<file path="src/rtl/cdc_pkg.sv">
// rtl/cdc_pkg.sv - shared FSM state type and default parameters for the CDC bus sender
package cdc_pkg;

  typedef enum logic [1:0] {
    IDLE    = 2'd0,
    REQ     = 2'd1,
    RELEASE = 2'd2
  } state_t;

  localparam int DEF_BUS_WIDTH      = 8;
  localparam int DEF_NUM_STAGES     = 2;
  localparam int DEF_TIMEOUT_CYCLES = 255;

endpackage

</file>
<file path="src/rtl/bit_sync.sv">
// rtl/bit_sync.sv - multi-flop level synchronizer with asynchronous active-low reset
module bit_sync #(
  parameter int NUM_STAGES = 2
) (
  input  logic CLK,
  input  logic RST,
  input  logic d,
  output logic q
);

  if (NUM_STAGES < 2) begin : g_bad_stages
    $error("bit_sync: NUM_STAGES must be at least 2");
  end

  logic [NUM_STAGES-1:0] sync;

  always_ff @(posedge CLK or negedge RST) begin
    if (!RST) begin
      sync <= '0;
    end else begin
      sync <= {sync[NUM_STAGES-2:0], d};
    end
  end

  assign q = sync[NUM_STAGES-1];

endmodule

</file>
<file path="src/rtl/cdc_bus_sender.sv">
// rtl/cdc_bus_sender.sv - four-phase req/ack sender of a held bus into another clock domain
// Define CDC_TIMEOUT_EN to abort transfers whose ack does not arrive within TIMEOUT_CYCLES.
module cdc_bus_sender
  import cdc_pkg::*;
#(
  parameter int BUS_WIDTH      = DEF_BUS_WIDTH,
  parameter int NUM_STAGES     = DEF_NUM_STAGES,
  parameter int TIMEOUT_CYCLES = DEF_TIMEOUT_CYCLES
) (
  input  logic                 CLK,
  input  logic                 RST,
  input  logic [BUS_WIDTH-1:0] data_in,
  input  logic                 data_valid,
  output logic                 data_ready,
  output logic [BUS_WIDTH-1:0] Unsync_bus,
  output logic                 bus_enable,
  input  logic                 ack_async,
  output logic                 tx_done,
  output logic                 tx_error
);

  if (TIMEOUT_CYCLES < 1) begin : g_bad_timeout
    $error("cdc_bus_sender: TIMEOUT_CYCLES must be at least 1");
  end

  state_t state;
  logic   ack_sync;

  bit_sync #(
    .NUM_STAGES(NUM_STAGES)
  ) u_ack_sync (
    .CLK(CLK),
    .RST(RST),
    .d  (ack_async),
    .q  (ack_sync)
  );

  // A lingering ack from the previous handshake must clear before a new request.
  assign data_ready = (state == IDLE) && !ack_sync;

`ifdef CDC_TIMEOUT_EN
  localparam int CNT_W = $clog2(TIMEOUT_CYCLES + 1);

  logic [CNT_W-1:0] wait_cnt;
  logic             state_change;

  assign state_change = ((state == REQ) && ack_sync) || ((state == RELEASE) && !ack_sync);
`else
  assign tx_error = 1'b0;
`endif

  always_ff @(posedge CLK or negedge RST) begin
    if (!RST) begin
      state      <= IDLE;
      Unsync_bus <= '0;
      bus_enable <= 1'b0;
      tx_done    <= 1'b0;
`ifdef CDC_TIMEOUT_EN
      tx_error   <= 1'b0;
      wait_cnt   <= '0;
`endif
    end else begin
      tx_done <= 1'b0;
      case (state)
        IDLE: begin
          if (data_valid && data_ready) begin
            Unsync_bus <= data_in;
            bus_enable <= 1'b1;
            state      <= REQ;
          end
        end
        REQ: begin
          if (ack_sync) begin
            bus_enable <= 1'b0;
            state      <= RELEASE;
          end
        end
        RELEASE: begin
          if (!ack_sync) begin
            tx_done <= 1'b1;
            state   <= IDLE;
          end
        end
        default: begin
          bus_enable <= 1'b0;
          state      <= IDLE;
        end
      endcase
`ifdef CDC_TIMEOUT_EN
      // A handshake step landing on the limit cycle wins over the abort.
      tx_error <= 1'b0;
      if ((state == IDLE) || state_change) begin
        wait_cnt <= '0;
      end else if (wait_cnt == CNT_W'(TIMEOUT_CYCLES - 1)) begin
        state      <= IDLE;
        bus_enable <= 1'b0;
        tx_error   <= 1'b1;
        wait_cnt   <= '0;
      end else begin
        wait_cnt <= wait_cnt + 1'b1;
      end
`endif
    end
  end

endmodule

</file>
<file path="config.mk">
export PLATFORM = sky130hd
export DESIGN_NAME = cdc_bus_sender
export DESIGN_NICKNAME = d
export VERILOG_FILES = /design/src/rtl/cdc_pkg.sv /design/src/rtl/bit_sync.sv /design/src/rtl/cdc_bus_sender.sv
export SDC_FILE = /design/constraint.sdc
export NUM_CORES = 1
export LEC_CHECK = 0
export CORE_MARGIN = 2
export CORE_UTILIZATION = 41
export CTS_BUF_LIST = sky130_fd_sc_hd__clkbuf_8
export DETAILED_ROUTE_END_ITERATION = 10
export GPL_TIMING_DRIVEN = 0
export MAX_ROUTING_LAYER = met4
export PLACE_DENSITY = 0.79
export SYNTH_ARGS = -nofsm -noshare
export SYNTH_HDL_FRONTEND = slang
export SYNTH_SLANG_ARGS = --single-unit
</file>
<file path="constraint.sdc">
create_clock -name CLK -period 1.65 [get_ports CLK]
set_input_delay 0.33 -clock CLK [delete_from_list [all_inputs] [get_ports CLK]]
set_output_delay 0.33 -clock CLK [all_outputs]
set_load 0.02 [all_outputs]
</file>
==> results_dict.tcl <==
set metrics [dict create \
    syn_to_final_growth_pct 54.9 \
    netlist_instances 33 \
    drtIter0Drc 2 \
    grt_first_pass_wirelength_mm 1.50 \
    multi_input_area_um2 175 \
    worst-path-max-fanout 6 \
    worstMarginPinSlew_ps 593 \
    required_ps 1320 \
    dr.pass1.iters 2 \
    drtAntennaViolNets 0 \
    die_w_um 40.1 \
    pre_cts_ws_ps -224 \
    critical_path_class "register to output pin" \
    maxCapViolations 0 \
    clock.fmax_mhz 643 \
    clock_sinks 14 \
    finClkSkew_ps 8.36 \
    setup_ws_ps 93.8 \
    p_leak_nw 0.358 \
    grt_usage_pct 15.4 \
    avgSynthCellArea_um2 16.2 \
    utilization_pct 71.4 \
    numCtsBuffers 3 \
    cts_root_buf "clkbuf_8" \
    ys_top_cells_by_area "dfrtp_1 (66%), mux2_2 (17%), nor4b_4 (4.5%)" \
    final-hold-violation-count 0 \
    netlist_area_um2 533 \
    vias 344 \
    ys_seq_area_share_pct 65.7 \
    ys_ff_latch 14 \
    synthDominantCellAreaShare_pct 65.7 \
    hp-class "register to register" \
    power_mw 1.09 \
    globalplace.congestion 0.576 \
    setup_violations 0 \
    drv_slew 0 \
    nNetsFinal 74 \
    grt_start_max_net_pins 15 \
    yosysWarnings 0 \
    die_h_um 40.1 \
    fin_crit_ps 1560 \
    layout-drive-gt1-share_pct 28.3 \
    clk_pin_slew_worst_paths_ps 50 \
    clock_latency_ps 240 \
    fill_cells 92 \
    worstSetupStartpointType "register" \
    stdcell_area_um2 826 \
    seq_area_um2 350 \
    grt_pass1_vias 347 \
    ys_types 13 \
    grt_setup_unrepaired "no" \
    met3_usage_pct 3.33 \
    wl_per_cell_um 13.2 \
    routed_wl_um 977 \
    arrival_ps 1230 \
    diodes 0 \
    antenna_found_initial 0 \
    grt_use_met2_pct 25.0 \
    syn_nets 45 \
    drc 0 \
    gr-max-usage-layer "met2" \
    cp-end-kind "output pin" \
    finalCritPeriodShare_pct 94.3 \
    port-buffer-count 22 \
    start_util_pct 46.1 \
    powerDensity_mw_per_mm2 1320 \
    clk_path_buf_depth 2 \
    viasPerCell 4.65 \
    fin_setup_tns_ps 0 \
    pin_count 24 \
    h-tree-depth 1 \
    cts_hold_buf 0 \
    grt_overflow 0 \
    synth_area_leader_cell "dfrtp_1" \
    coreArea_mm2 0.00116 \
    grtUsageMet1_pct 18.8 \
    die-area_mm2 0.00160 \
    dpl-instance-area_um2 771 \
    cts_tree "yes" \
    rows 12 \
    slew_headroom_pct 60.3 \
    vdd_ir_drop_max_mv 0.939 \
    outcome "completed" \
]
power breakdown:
part | internal (mW) | switching (mW)
Combinational | 0.206 | 0.155
Sequential | 0.417 | 0.0468
Clock | 0.160 | 0.101
Total | 0.784 | 0.303
sequential cells by signal, summed over array words and instances (netlist names):
name and cells:
Unsync_bus 8, state 2, u_ack_sync.sync 2, bus_enable 1
tx_done 1
cells in the final DEF (no fill, tap or decap), drive strengths merged:
cell type,synthesis,layout
a211o,1,1
and2,1,1
and2b,1,1
buf,1,3
clkbuf,0,3
clkdlybuf4s50,0,21
conb,1,1
dfrtp,14,14
dlygate4sd2,0,1
mux2,8,8
nor2,1,1
nor3,1,1
nor3b,1,1
nor4b,1,1
o21a,1,1
xor2,1,1
path summary, 6_finish.rpt:
path,to,cells past startpoint,start,slack [ps]
worst min-delay path,u_ack_sync.sync[1],0,u_ack_sync.sync[0],350
worst min register to register,u_ack_sync.sync[1],0,u_ack_sync.sync[0],350
worst max-delay path,data_ready,2,state[0],90
worst max register to register,Unsync_bus[6],3,state[0],210
max in group asynchronous,tx_done,1,RST,790
min in group asynchronous,Unsync_bus[2],1,RST,470
logic make-up (layout without fill, tap and decap cells):
| family | after synthesis | in the layout | synth area share [%] |
|---|---|---|---|
| flip-flops | 14 | 14 | 65.7 |
| multiplexers | 8 | 8 | 16.9 |
| AND/OR/NAND/NOR | 6 | 6 | 10.3 |
| AO/OA/AOI/OAI | 2 | 2 | 3.29 |
| other | 1 | 1 | 0.704 |
| XOR/XNOR | 1 | 1 | 1.64 |
| buffers and inverters | 1 | 28 | 1.41 |
through the flow:
stage          cells  hold WS, ps
2_1_floorplan     33         34.4
3_3_place_gp      69          334
3_5_place_dp      69          339
4_1_cts           74          351
5_1_grt           74          364
6_report          74          348
repair_timing:
action | in CTS | in global routing
setup buffers | 2 | 0
gates resized for setup | 1 | 0
setup endpoints to repair | 2 | 0
Yosys cell counts (all sizes together):
cell	n
dfrtp	14
mux2	8
a211o	1
and2	1
and2b	1
buf	1
conb	1
nor2	1
nor3	1
nor3b	1
nor4b	1
o21a	1
xor2	1
worst max-delay path, stage by stage (launching register included):
cell           delay (ps)
dfrtp_1               450
nor3_1                200
dlygate4sd2_1         350
metal layers:
layer / vias to the layer above / share of wire (%)
li1: 168 / -
met4: 0 / 0.82
met1: 159 / 43
met3: 2 / 6.3
met5: - / 0
met2: 15 / 50
layout make-up:
class | instances | area share, %
Multi-Input combinational cell | 18 | 21.2
Tap cell | 14 | 2.12
Sequential cell | 14 | 42.4
Buffer | 1 | 0.909
Timing Repair Buffer | 24 | 28.3
Clock buffer | 3 | 5.00
Note: power is estimated with default switching activity, not from simulation.
